===== config.mk =====
export PLATFORM = sky130hd
export DESIGN_NAME = scan_seq_ctrl_flat
export DESIGN_NICKNAME = d
export VERILOG_FILES = /design/src/rtl/scan_seq_ctrl_pkg.sv /design/src/rtl/scan_seq_ctrl_if.sv /design/src/rtl/scan_seq_ctrl_cmp_acc.sv /design/src/rtl/scan_seq_ctrl.sv /design/src/flat_wrapper.sv
export SDC_FILE = /design/constraint.sdc
export NUM_CORES = 1
export LEC_CHECK = 0
export ABC_CLOCK_PERIOD_IN_PS = 3500
export CAP_MARGIN = 0
export CORE_ASPECT_RATIO = 0.9
export CORE_MARGIN = 2
export CORE_UTILIZATION = 47
export CTS_CLUSTER_DIAMETER = 80
export DETAILED_ROUTE_END_ITERATION = 7
export PLACE_DENSITY = 0.76
export SYNTH_ARGS = -nofsm -noshare
export SYNTH_HDL_FRONTEND = slang
export SYNTH_SLANG_ARGS = --single-unit

===== constraint.sdc =====
create_clock -name CK -period 3.5 [get_ports CK]
set_input_delay 0.525 -clock CK [delete_from_list [all_inputs] [get_ports CK]]
set_output_delay 0.525 -clock CK [all_outputs]
set_load 0.01 [all_outputs]

===== src/rtl/scan_seq_ctrl_pkg.sv =====
// scan_seq_pkg: state encoding, MISR polynomial and counter sizing shared by scan_seq_ctrl.
package scan_seq_pkg;
    typedef enum logic [2:0] {IDLE, LOAD, CAPTURE, UNLOAD, FIN} state_e;
    localparam logic [15:0] MISR_POLY = 16'h1021;
    function automatic int cnt_w(input int n);
        return $clog2(n + 1);
    endfunction
endpackage


===== src/rtl/scan_seq_ctrl_if.sv =====
// scan_seq_ctrl_if: pattern-source beat stream (valid/ready plus stimulus, expected and mask bits).
interface scan_seq_ctrl_if;
    logic pat_valid;
    logic pat_ready;
    logic pat_tdi;
    logic pat_exp;
    logic pat_mask;
    modport master (output pat_valid, pat_tdi, pat_exp, pat_mask, input pat_ready);
    modport slave (input pat_valid, pat_tdi, pat_exp, pat_mask, output pat_ready);
endinterface


===== src/rtl/scan_seq_ctrl_cmp_acc.sv =====
// scan_cmp_acc: per-beat sout compare, sticky fail, saturating fail count and optional
// CRC-16-CCITT serial MISR (enabled by SCAN_MISR_EN).
module scan_cmp_acc import scan_seq_pkg::*; #(
    parameter int PAT_W = 16
) (
    input  logic             clk_i,
    input  logic             rst_i,
    input  logic             clr_i,
    input  logic             beat_i,
    input  logic             cmp_act_i,
    input  logic             sout_i,
    input  logic             pat_exp_i,
    input  logic             pat_mask_i,
    output logic             fail_o,
    output logic [PAT_W-1:0] fail_count_o
`ifdef SCAN_MISR_EN
    ,
    output logic [15:0]      signature_o
`endif
);
    logic step, mis;
    logic fail_q;
    logic [PAT_W-1:0] cnt_q;
    assign step = beat_i & cmp_act_i;
    assign mis = step & pat_mask_i & (sout_i ^ pat_exp_i);
    always_ff @(posedge clk_i or posedge rst_i) begin
        if (rst_i) begin
            fail_q <= 1'b0;
            cnt_q  <= '0;
        end else if (clr_i) begin
            fail_q <= 1'b0;
            cnt_q  <= '0;
        end else if (mis) begin
            fail_q <= 1'b1;
            cnt_q  <= (&cnt_q) ? cnt_q : cnt_q + 1'b1;
        end
    end
    assign fail_o = fail_q;
    assign fail_count_o = cnt_q;
`ifdef SCAN_MISR_EN
    // Signature folds every compared beat, masked or not.
    logic [15:0] sig_q;
    always_ff @(posedge clk_i or posedge rst_i) begin
        if (rst_i) sig_q <= '0;
        else if (clr_i) sig_q <= '0;
        else if (step) sig_q <= {sig_q[14:0], sig_q[15] ^ sout_i} ^ (sig_q[15] ? MISR_POLY : 16'h0);
    end
    assign signature_o = sig_q;
`endif
endmodule


===== src/rtl/scan_seq_ctrl.sv =====
// scan_seq_ctrl: full-scan load/capture/unload sequencer; unload of pattern N overlaps load of N+1.
// Define SCAN_MISR_EN to add the 16-bit signature output.
module scan_seq_ctrl import scan_seq_pkg::*; #(
    parameter int CHAIN_LEN  = 21,
    parameter int PAT_W      = 16,
    parameter int CAP_CYCLES = 1
) (
    input  logic             CK,
    input  logic             RST,
    input  logic             start,
    input  logic [PAT_W-1:0] num_patterns,
    scan_seq_ctrl_if.slave   pat,
    output logic             se,
    output logic             chain_ce,
    output logic             sin,
    input  logic             sout,
    output logic             busy,
    output logic             done,
    output logic             fail,
    output logic [PAT_W-1:0] fail_count,
    output logic [PAT_W-1:0] pat_idx
`ifdef SCAN_MISR_EN
    ,
    output logic [15:0]      signature
`endif
);
    localparam int BW = cnt_w(CHAIN_LEN);
    localparam int CW = cnt_w(CAP_CYCLES);
    localparam logic [BW-1:0] LAST_BIT = BW'(CHAIN_LEN - 1);
    localparam logic [CW-1:0] LAST_CAP = CW'(CAP_CYCLES - 1);
    state_e state_q, state_d;
    logic [BW-1:0] bit_q;
    logic [CW-1:0] cap_q;
    logic [PAT_W-1:0] num_q, idx_q;
    logic shift_q, busy_q, done_q;
    logic go, beat, last_bit, in_cap, last_cap, more, cmp_act;
    assign go = start & (state_q == IDLE);
    assign beat = shift_q & pat.pat_valid;
    assign last_bit = beat & (bit_q == LAST_BIT);
    assign in_cap = state_q == CAPTURE;
    assign last_cap = in_cap & (cap_q == LAST_CAP);
    // Extra bit keeps idx+1 from wrapping when num_patterns is all-ones.
    assign more = ({1'b0, idx_q} + {{PAT_W{1'b0}}, 1'b1}) < {1'b0, num_q};
    assign cmp_act = (state_q == UNLOAD) | ((state_q == LOAD) & (idx_q != '0));
    always_comb begin
        state_d = state_q;
        case (state_q)
            IDLE:    if (start) state_d = (num_patterns == '0) ? FIN : LOAD;
            LOAD:    if (last_bit) state_d = CAPTURE;
            CAPTURE: if (last_cap) state_d = more ? LOAD : UNLOAD;
            UNLOAD:  if (last_bit) state_d = FIN;
            default: state_d = IDLE;
        endcase
    end
    always_ff @(posedge CK or posedge RST) begin
        if (RST) begin
            state_q <= IDLE;
            shift_q <= 1'b0;
            busy_q  <= 1'b0;
            done_q  <= 1'b0;
            bit_q   <= '0;
            cap_q   <= '0;
            num_q   <= '0;
            idx_q   <= '0;
        end else begin
            state_q <= state_d;
            shift_q <= (state_d == LOAD) | (state_d == UNLOAD);
            busy_q  <= state_d != IDLE;
            done_q  <= state_d == FIN;
            bit_q   <= last_bit ? '0 : bit_q + BW'(beat);
            cap_q   <= (in_cap & ~last_cap) ? cap_q + 1'b1 : '0;
            if (go) begin
                num_q <= num_patterns;
                idx_q <= '0;
            end else if (last_cap) begin
                idx_q <= idx_q + 1'b1;
            end
        end
    end
    assign se = shift_q;
    assign pat.pat_ready = shift_q;
    assign chain_ce = beat | in_cap;
    assign sin = beat & (state_q == LOAD) & pat.pat_tdi;
    assign busy = busy_q;
    assign done = done_q;
    assign pat_idx = idx_q;
    scan_cmp_acc #(.PAT_W(PAT_W)) u_cmp (
        .clk_i        (CK),
        .rst_i        (RST),
        .clr_i        (go),
        .beat_i       (beat),
        .cmp_act_i    (cmp_act),
        .sout_i       (sout),
        .pat_exp_i    (pat.pat_exp),
        .pat_mask_i   (pat.pat_mask),
        .fail_o       (fail),
        .fail_count_o (fail_count)
`ifdef SCAN_MISR_EN
        ,
        .signature_o  (signature)
`endif
    );
endmodule

===== src/flat_wrapper.sv =====
// flat-port wrapper written by rule: the top's interface ports become plain ports
module scan_seq_ctrl_flat import scan_seq_pkg::*;
#(
    parameter int CHAIN_LEN  = 21,
    parameter int PAT_W      = 16,
    parameter int CAP_CYCLES = 1
)
  (CK, RST, start, num_patterns, se, chain_ce, sin, sout, busy, done, fail, fail_count, pat_idx, pat_pat_valid, pat_pat_tdi, pat_pat_exp, pat_pat_mask, pat_pat_ready);
  scan_seq_ctrl_if pat_i ();
  input  logic CK;
  input  logic RST;
  input  logic start;
  input  logic [PAT_W-1:0] num_patterns;
  output logic se;
  output logic chain_ce;
  output logic sin;
  input  logic sout;
  output logic busy;
  output logic done;
  output logic fail;
  output logic [PAT_W-1:0] fail_count;
  output logic [PAT_W-1:0] pat_idx;
  input wire logic [$bits(pat_i.pat_valid)-1:0] pat_pat_valid;
  input wire logic [$bits(pat_i.pat_tdi)-1:0] pat_pat_tdi;
  input wire logic [$bits(pat_i.pat_exp)-1:0] pat_pat_exp;
  input wire logic [$bits(pat_i.pat_mask)-1:0] pat_pat_mask;
  output wire logic [$bits(pat_i.pat_ready)-1:0] pat_pat_ready;
  assign pat_i.pat_valid = pat_pat_valid;
  assign pat_i.pat_tdi = pat_pat_tdi;
  assign pat_i.pat_exp = pat_pat_exp;
  assign pat_i.pat_mask = pat_pat_mask;
  assign pat_pat_ready = pat_i.pat_ready;
  scan_seq_ctrl #(.CHAIN_LEN(CHAIN_LEN), .PAT_W(PAT_W), .CAP_CYCLES(CAP_CYCLES)) u_core (.CK(CK), .RST(RST), .start(start), .num_patterns(num_patterns), .pat(pat_i), .se(se), .chain_ce(chain_ce), .sin(sin), .sout(sout), .busy(busy), .done(done), .fail(fail), .fail_count(fail_count), .pat_idx(pat_idx));
endmodule

==> impl_metrics.ini, run 1 <==
[pwr]
power_leakage_uw = 0.00195
combPwrFrac = 0.345
p_switching_uw = 984
p_sw_frac = 0.356
peakVddDrop_uv = 313
clockPowerShare = 0.260
p_int_uw = 1780
p_seq_frac = 0.395
power_per_cell_area_mw_per_mm2 = 614

[clocking]
tritoncts = yes
cts.sinks = 61
clk_pin_slew_ps = 70
cts_resized = 0
ctsHtreeMaxLevel = 3
cts_hold_buf = 0
post-cts-setup-buffer-count = 0
numCtsBuffers = 9
clockBufferDepth = 2
clk_latency_ps = 340
clockRootBuffer = clkbuf_8

[sta]
fin_crit_sh = 0.822
fmax_ghz = 0.348
worst_pin_slew_ps = 791
rsz0062_at_grt = no
maxSlewViolCount = 0
finalSetupViolCount = 0
period_minus_slack_ps = 2880
setup_slack_ps = 623
hold-worst-slack_ps = 481
tns_ps = 0
slew_headroom = 0.473
fin_skew_ps = 7.05
final-hold-violation-count = 0

[synth]
netlist_area_sq_mm = 0.00360
synth_top_area_cell = dfrtp_1
synth_ff_type = dfrtp_1
ys_async_sr_fraction = 1.00
yosys-top-cells-area = dfrtp_1, ha_1, nand2_1, o21ai_0, nand3_1
seq_area_frac_synth = 0.423
ys_warn_count = 0
synthesis.nets = 437
synth-seq-cells = 61
synth_top_area_frac = 0.423
ys_types = 52
synthCells = 393
post_synth.cell_area_avg_sq_um = 9.17
synth-edff-count = 0

[drt]
drt_iter0_markers = 179
wl_mm = 8.88
via_count = 3197
wl_per_cell_um = 16.1
drtPass1Iterations = 5
antenna_left = 0
viasPerCell = 5.81
drc = 0

[layout]
multi_input_area_sq_mm = 0.00189
area_delta_synth_final_pct = 24.7
antenna-diode-count = 0
stdcell_area_sq_mm = 0.00450
fillers = 678
nNetsFinal = 493
regArea_sq_mm = 0.00153
drive_gt1_frac = 0.0661

[setup_path]
end_kind = register
cp.arrival_ps = 3090
r2r-start = u_core.pat_idx[0]
startpoint_type = register
crit_required_ps = 3710
critPathKind = register to register
cp_max_fo = 7
r2r_setup_slack_ps = 620
rr_worst_depth = 11
reg2reg_to = u_core.state_q[1]

[placement]
place.detailed.hpwl_mm = 6.33
io_buffers = 62
post_dp_cell_area_sq_mm = 0.00427
post-place-ws_ps = 717
gp_congestion = 0.889

[global_routing]
grtUsageTotal = 0.228
grt_pass1_wl_mm = 14.7
grt_pass1_vias = 3033
gr-total-overflow = 0
antenna_found_initial = 0
grt_max_degree = 44

[floorplan]
die_h_um = 87.1
ios = 63
num_rows = 30
die_x_um = 96.3
dieArea_sq_mm = 0.00839
initial_utilization = 0.480
core_sq_mm = 0.00751

[run_status]
outcome = complete, no violations

[worst_hold_path]
hold_class = register to register
hold_start = u_core.num_q[0]
worstHoldEndpoint = u_core.num_q[0]
holdPathStages = 2

[flow_run]
drv_cap = 0
==> how the worst max path moves through the flow <==
stage	from	endpoint	slack, ps	depth (start not counted)
6_report	u_core.pat_idx[0]	u_core.state_q[1]	620	11
5_1_grt	u_core.pat_idx[0]	u_core.state_q[1]	410	11
4_1_cts	u_core.pat_idx[0]	u_core.state_q[1]	680	11
3_5_place_dp	u_core.pat_idx[0]	u_core.state_q[1]	720	11
3_3_place_gp	u_core.pat_idx[0]	u_core.state_q[1]	930	11
2_1_floorplan	u_core.pat_idx[0]	u_core.state_q[1]	1080	9
==> area by class of cell <==
cell class	instances	area share
multi-input cells	289	0.421
flip-flops and latches	61	0.339
repair buffers	66	0.145
clock buffers	12	0.0345
well taps	96	0.0267
inverters	22	0.0184
clock inverters	4	0.0156
==> kinds of logic after synthesis <==
family	Yosys count	share of synthesized area
other	1	0.00104
AOI/OAI and AO/OA	83	0.145
DFF	61	0.423
and+or+nand+nor	156	0.234
adders and majority gates	20	0.0694
muxes	8	0.0222
xor gates and xnor gates	21	0.0510
buffers and inverters	43	0.0541
==> routing by layer <==
layer,track usage,vias up,part of all wire
met5,0,-,0
met4,0.0883,0,0.014
met3,0.0381,12,0.052
met2,0.370,103,0.49
met1,0.304,1566,0.44
li1,-,1516,-
==> power by group through the flow <==
stage	combinational (uW)	clock, uW	sequential, uW
detailed placement	947	0	1100
CTS	957	726	1090
global route	1070	761	1120
finish	954	717	1090
global placement	917	0	1090
floorplan	627	0	1060
==> synthesized netlist by cell type (all sizes together) (4+ instances only) <==
cell    instances
clkbuf          8
o21ai          33
nand2          47
xor2           10
buf            13
o31ai          12
xnor2          11
nor3            5
nand4          12
nor2b           4
a21oi          14
ha             20
nor4           11
mux2i           8
inv            22
or4             5
nor2           21
nand3          24
a31oi           5
and3            7
dfrtp          61
nand2b          9
==> registers in the layout, summed over array words and instances (netlist names) <==
name / count
u_core.bit_q: 5
u_core.busy: 1
u_core.cap_q: 1
u_core.done: 1
u_core.num_q: 16
u_core.pat.pat_ready: 1
u_core.pat_idx: 16
u_core.state_q: 3
u_core.u_cmp.fail_count_o: 16
u_core.u_cmp.fail_o: 1
==> worst max-delay path, cell delays in order, from the launching register on <==
cell and delay, ps:
dfrtp_1 500, ha_1 270, nand4_1 220, nor2_1 350, nand3_1 170, xnor2_1 180
ha_1 330, a21oi_1 160, o21a_1 170, o31ai_1 100, o2111ai_1 210, a211oi_1 100
==> per-stage QoR <==
step / cells / utilization / total power, uW
2_1_floorplan: 393 / - / 1680
3_3_place_gp: 534 / 0.569 / 2010
3_5_place_dp: 534 / 0.569 / 2050
4_1_cts: 550 / 0.599 / 2770
5_1_grt: 550 / 0.599 / 2950
6_report: 550 / 0.599 / 2760
==> layout by cell type (no fill, tap or decap), types with 4 or more instances in the layout <==
| cell type | instances |
|---|---|
| a31oi_1 | 5 |
| or4_1 | 5 |
| o31ai_1 | 12 |
| xnor2_1 | 11 |
| buf_4 | 4 |
| nor3_1 | 4 |
| clkdlybuf4s50_1 | 62 |
| nand2b_1 | 9 |
| nand4_1 | 12 |
| mux2i_1 | 8 |
| o21ai_0 | 32 |
| inv_1 | 21 |
| ha_1 | 20 |
| and3_1 | 5 |
| nand3_1 | 24 |
| xor2_1 | 10 |
| dfrtp_1 | 61 |
| nand2_1 | 47 |
| a21oi_1 | 14 |
| nor4_1 | 10 |
| nor2_1 | 21 |
| clkbuf_8 | 11 |
Note: power is estimated with default switching activity, not from simulation.
==> run 2: changes to the inputs <==
--- a/config.mk
+++ b/config.mk
@@ -5,14 +5,14 @@
 export SDC_FILE = /design/constraint.sdc
 export NUM_CORES = 1
 export LEC_CHECK = 0
-export ABC_CLOCK_PERIOD_IN_PS = 3500
+export ABC_CLOCK_PERIOD_IN_PS = 2500
 export CAP_MARGIN = 0
 export CORE_ASPECT_RATIO = 0.9
 export CORE_MARGIN = 2
 export CORE_UTILIZATION = 47
 export CTS_CLUSTER_DIAMETER = 80
 export DETAILED_ROUTE_END_ITERATION = 7
-export PLACE_DENSITY = 0.76
+export PLACE_DENSITY = 0.79
 export SYNTH_ARGS = -nofsm -noshare
 export SYNTH_HDL_FRONTEND = slang
 export SYNTH_SLANG_ARGS = --single-unit
==> constraint.sdc (replaced) <==
create_clock -name CK -period 2.5 [get_ports CK]
set_input_delay 0.375 -clock CK [delete_from_list [all_inputs] [get_ports CK]]
set_output_delay 0.375 -clock CK [all_outputs]
set_load 0.01 [all_outputs]
==> run 2 against run 1 <==
Against the previous run:
- flip-flop and latch count is the same
- critical path type unchanged
- cell area grew 2.6%
- largest cell class unchanged
- critical endpoint unchanged
- worst hold slack lost 73 ps
- highest routed layer unchanged
- register-to-register slack lost 520 ps
==> impl_metrics.ini, run 2 (same netlist as run 1, synthesis figures left out) <==
[global_routing]
grt_pass1_vias = 3032
grt_max_degree = 62
gr-total-overflow = 0
antenna_found_initial = 0
grt_pass1_wl_mm = 14.7
grtUsageTotal = 0.226

[flow_run]
drv_cap = 0

[pwr]
p_seq_frac = 0.390
p_int_uw = 2450
combPwrFrac = 0.375
peakVddDrop_uv = 415
p_switching_uw = 1380
p_sw_frac = 0.360
power_leakage_uw = 0.00201
clockPowerShare = 0.236
p_total_uw = 3830
power_per_cell_area_mw_per_mm2 = 830

[sta]
finalSetupViolCount = 0
period_minus_slack_ps = 2400
fin_crit_sh = 0.959
fmax_ghz = 0.417
slew_headroom = 0.513
final-hold-violation-count = 0
maxSlewViolCount = 0
rsz0062_at_grt = yes
fin_skew_ps = 9.07
setup_slack_ps = 103
worst_pin_slew_ps = 731

[worst_hold_path]
hold_class = input port to async pin

[drt]
drt_iter0_markers = 187
drc = 0
antenna_left = 0
drtPass1Iterations = 5
wl_mm = 9.04
viasPerCell = 5.70
via_count = 3206
wl_per_cell_um = 16.1

[layout]
layout_common_cells = clkdlybuf4s50_1, dfrtp_1, nand2_1, o21ai_0, nand3_1
stdcell_area_sq_mm = 0.00461
drive_gt1_frac = 0.101
regArea_sq_mm = 0.00153
final_common_cell = clkdlybuf4s50_1
antenna-diode-count = 0
area_delta_synth_final_pct = 28.0
fin_cells = 562
multi_input_area_sq_mm = 0.00192
fillers = 660
nNetsFinal = 507

[clocking]
clockBufferDepth = 2
clk_latency_ps = 350
numCtsBuffers = 9
clk_pin_slew_ps = 60
cts.sinks = 61
clockRootBuffer = clkbuf_8
ctsHtreeMaxLevel = 3
tritoncts = yes
cts_hold_buf = 0

[floorplan]
initial_utilization = 0.480
die_h_um = 87.1
ios = 63
die_x_um = 96.3
dieArea_sq_mm = 0.00839
core_sq_mm = 0.00751
num_rows = 30

[setup_path]
cp.arrival_ps = 2620
reg2reg_to = u_core.state_q[1]
crit_required_ps = 2720
startpoint_type = register
critPathKind = register to register
rr_worst_depth = 11
r2r-start = u_core.pat_idx[1]
r2r_setup_slack_ps = 100
end_kind = register
cp_max_fo = 4

[placement]
place.detailed.hpwl_mm = 6.27
dpl.cell_count = 546
gp_congestion = 0.879
post-place-ws_ps = 161
post_dp_cell_area_sq_mm = 0.00437
io_buffers = 62

[run_status]
outcome = complete, no violations
[run 2: cell type report]
type / instances / share of cell area
inverter: 22 / 0.0179
multi-input combinational: 289 / 0.415
clock inverter: 1 / 0.00651
sequential: 61 / 0.331
tap: 96 / 0.0260
timing repair buffer: 80 / 0.167
clock buffer: 13 / 0.0366
[run 2: how the worst max path moves through the flow]
| stage | from | to | slack (ps) | depth (start not counted) |
|---|---|---|---|---|
| detailed placement | u_core.pat_idx[1] | u_core.state_q[1] | 160 | 11 |
| floorplan | u_core.pat_idx[0] | u_core.state_q[1] | 80 | 9 |
| finish | u_core.pat_idx[1] | u_core.state_q[1] | 100 | 11 |
| CTS | u_core.pat_idx[1] | u_core.state_q[1] | 140 | 11 |
| global placement | u_core.pat_idx[0] | u_core.state_q[1] | 270 | 11 |
| global route | u_core.pat_idx[1] | u_core.state_q[1] | -50 | 11 |
[run 2: worst max-delay path, cell delays in order, from the launching register on]
cell	delay, ps
dfrtp_1	410
ha_4	170
nand4_1	210
nor2_2	180
nand3_1	140
xnor2_1	150
ha_1	320
a21oi_1	140
o21a_1	140
o31ai_1	80
o2111ai_1	240
a211oi_1	100
[run 2: stage by stage]
| step | utilization | setup TNS, ps | hold slack (ps) |
|---|---|---|---|
| global route | 0.615 | -46.3 | 444 |
| finish | 0.615 | 0 | 408 |
| floorplan | - | 0 | 446 |
| detailed placement | 0.583 | 0 | 486 |
| global placement | 0.583 | 0 | 489 |
| CTS | 0.609 | 0 | 426 |
[run 2: what timing repair did]
action,in CTS,in global routing
gates resized for setup,0,6
endpoints found under the setup margin,0,1
setup buffers,0,2
hold endpoints to repair,0,0
[run 2: power groups by stage]
stage,combinational [uW],sequential (uW),clock (uW)
after global routing,1600,1530,967
after detailed placement,1400,1500,0
after floorplan,877,1480,0
after CTS,1420,1490,913
after global placement,1370,1490,0
final,1430,1490,903
[run 2: routing by layer]
layer  wire length [um]  global-route usage
met1               4340               0.324
met2               4080               0.341
met3                491              0.0346
met4                135              0.0986
met5                  0                   0
==> run 3: changes to the inputs <==
--- a/config.mk
+++ b/config.mk
@@ -5,14 +5,14 @@
 export SDC_FILE = /design/constraint.sdc
 export NUM_CORES = 1
 export LEC_CHECK = 0
-export ABC_CLOCK_PERIOD_IN_PS = 2500
+export ABC_CLOCK_PERIOD_IN_PS = 2300
 export CAP_MARGIN = 0
 export CORE_ASPECT_RATIO = 0.9
 export CORE_MARGIN = 2
 export CORE_UTILIZATION = 47
 export CTS_CLUSTER_DIAMETER = 80
 export DETAILED_ROUTE_END_ITERATION = 7
-export PLACE_DENSITY = 0.79
+export PLACE_DENSITY = 0.76
 export SYNTH_ARGS = -nofsm -noshare
 export SYNTH_HDL_FRONTEND = slang
 export SYNTH_SLANG_ARGS = --single-unit
==> constraint.sdc (replaced) <==
create_clock -name CK -period 2.3 [get_ports CK]
set_input_delay 0.345 -clock CK [delete_from_list [all_inputs] [get_ports CK]]
set_output_delay 0.345 -clock CK [all_outputs]
set_load 0.01 [all_outputs]
==> run 3 against run 2 <==
Against the previous run:
- the flow now finishes with violations (setup timing)
- critical path type unchanged
- sequential power grew 6%
- combinational power grew 15%
- highest routed layer unchanged
- first-iteration DRC count grew 19%
- cell area grew 1.1%
- routed wire length grew 0.70%
- total power grew 8.9%
- register-to-register slack lost 150 ps
- worst hold slack lost 43 ps
- clock power grew 3.9%
- via count grew 1.7%
==> impl_metrics.ini, run 3 (same netlist as run 1, synthesis figures left out) <==
[run_status]
outcome = finished, violations left
violations = setup timing

[sta]
worst_pin_slew_ps = 728
hold-worst-slack_ps = 366
finalSetupViolCount = 1
fmax_ghz = 0.426
slew_headroom = 0.515
rsz0062_at_grt = yes
period_minus_slack_ps = 2350
fin_skew_ps = 7.35
maxSlewViolCount = 0
fin_crit_sh = 1.02
setup_slack_ps = -49.6
final-hold-violation-count = 0

[setup_path]
slowest_stage = dfrtp_2
cp.arrival_ps = 2570
crit_required_ps = 2520
cp_max_fo = 4
crit_chain = ha_4 > nand4_1 > nor2_2 > nand3_1 > xnor2_1 > ha_1 > a21oi_1 > o21a_1 > o31ai_2 > o2111ai_1 > a211oi_1
startpoint_type = register
slowest_delay_ps = 390
end_kind = register
path_buf_inv = 0
critPathKind = register to register
path_delay_family = compound AO/OA/AOI/OAI gates

[clocking]
clk_pin_slew_ps = 70
ctsHtreeMaxLevel = 3
clockRootBuffer = clkbuf_8
cts.sinks = 61
cts_hold_buf = 0
numCtsBuffers = 9
clk_latency_ps = 350
clockBufferDepth = 2
tritoncts = yes

[layout]
layout_common_cells = clkdlybuf4s50_1, dfrtp_1, nand2_1, o21ai_0
finish.utilization = 0.621
area_delta_synth_final_pct = 29.4
antenna-diode-count = 0
stdcell_area_sq_mm = 0.00466
fin_cells = 569
final_common_cell = clkdlybuf4s50_1
nNetsFinal = 514
drive_gt1_frac = 0.116

[global_routing]
grt_pass1_vias = 3162
grtUsageTotal = 0.238
antenna_found_initial = 0
grt_pass1_wl_mm = 15.3
gr-total-overflow = 0
grt_max_degree = 62

[drt]
viasPerCell = 5.73
drc = 0
drt_iter0_markers = 223
wl_per_cell_um = 16.0
via_count = 3259
drtPass1Iterations = 5
wl_mm = 9.11
antenna_left = 0

[floorplan]
die_h_um = 87.1
core_sq_mm = 0.00751
die_x_um = 96.3
dieArea_sq_mm = 0.00839
num_rows = 30
initial_utilization = 0.480
ios = 63

[placement]
place.detailed.hpwl_mm = 6.49
io_buffers = 62
dpl.cell_count = 554
gp_congestion = 0.860
post_dp_cell_area_sq_mm = 0.00446
post-place-ws_ps = -15.8

[pwr]
power_leakage_uw = 0.00207
power_per_cell_area_mw_per_mm2 = 894
peakVddDrop_uv = 443

[flow_run]
drv_cap = 0

[worst_hold_path]
hold_class = input port to async pin
-- run 3: changes by cell type in the layout (fill, tap and decap cells not counted), moves of 2 or more --
cell | previous run | this run
buf_4 | 17 | 24
clkbuf_8 | 12 | 10
dfrtp_1 | 60 | 58
dfrtp_2 | 1 | 3
nor3_2 | 2 | 0
nor3_4 | 0 | 2
-- run 3: area by class of cell --
class / instances / area (sq um)
clock buffers: 12 / 145
clock inverters: 2 / 35.0
fillers: 616 / 2840
inverters: 22 / 82.6
multi-input cells: 289 / 1930
flip-flops and latches: 61 / 1530
well taps: 96 / 120
repair buffers: 87 / 821
-- run 3: tightest hold or removal path, cell delays in order --
cell and delay [ps]:
clkdlybuf4s50_1 410, inv_2 70, buf_12 280
-- run 3: timing repair --
item | CTS | global route
gates resized for setup | 1 | 2
setup buffers | 1 | 0
pin swaps | 1 | 1
endpoints found under the setup margin | 1 | 3
-- run 3: metal layers --
layer / part of all wire / routed length [um] / GRT usage / vias up
li1: - / - / - / 1559
met1: 0.45 / 4070 / 0.329 / 1567
met2: 0.48 / 4370 / 0.363 / 115
met3: 0.051 / 460 / 0.0450 / 18
met4: 0.022 / 203 / 0.109 / 0
met5: 0 / 0 / 0 / -
-- run 3: path summary, 6_finish.rpt --
kind | cells past startpoint | start | end | slack [ps]
worst min register to register | 2 | u_core.num_q[0] | u_core.num_q[0] | 480
worst max register to register | 11 | u_core.pat_idx[1] | u_core.state_q[1] | -50
worst min-delay path | 3 | RST | u_core.bit_q[3] | 370
worst max-delay path | 11 | u_core.pat_idx[1] | u_core.state_q[1] | -50
max in group asynchronous | 3 | RST | u_core.pat_idx[0] | 1630
min in group CK | 2 | u_core.num_q[0] | u_core.num_q[0] | 480
-- run 3: power by group --
group	internal, uW	switching [uW]	leakage [uW]	total [uW]
logic	765	888	0.00119	1650
clock network	517	421	0.0000923	938
registers	1370	212	0.000789	1580
total	2650	1520	0.00207	4170
-- run 3: through the flow --
| step | TNS [ps] | power (uW) |
|---|---|---|
| 2_1_floorplan | -19.5 | 2570 |
| 3_3_place_gp | 0 | 3150 |
| 3_5_place_dp | -15.8 | 3220 |
| 4_1_cts | -36.4 | 4170 |
| 5_1_grt | -349 | 4470 |
| 6_report | -49.6 | 4170 |
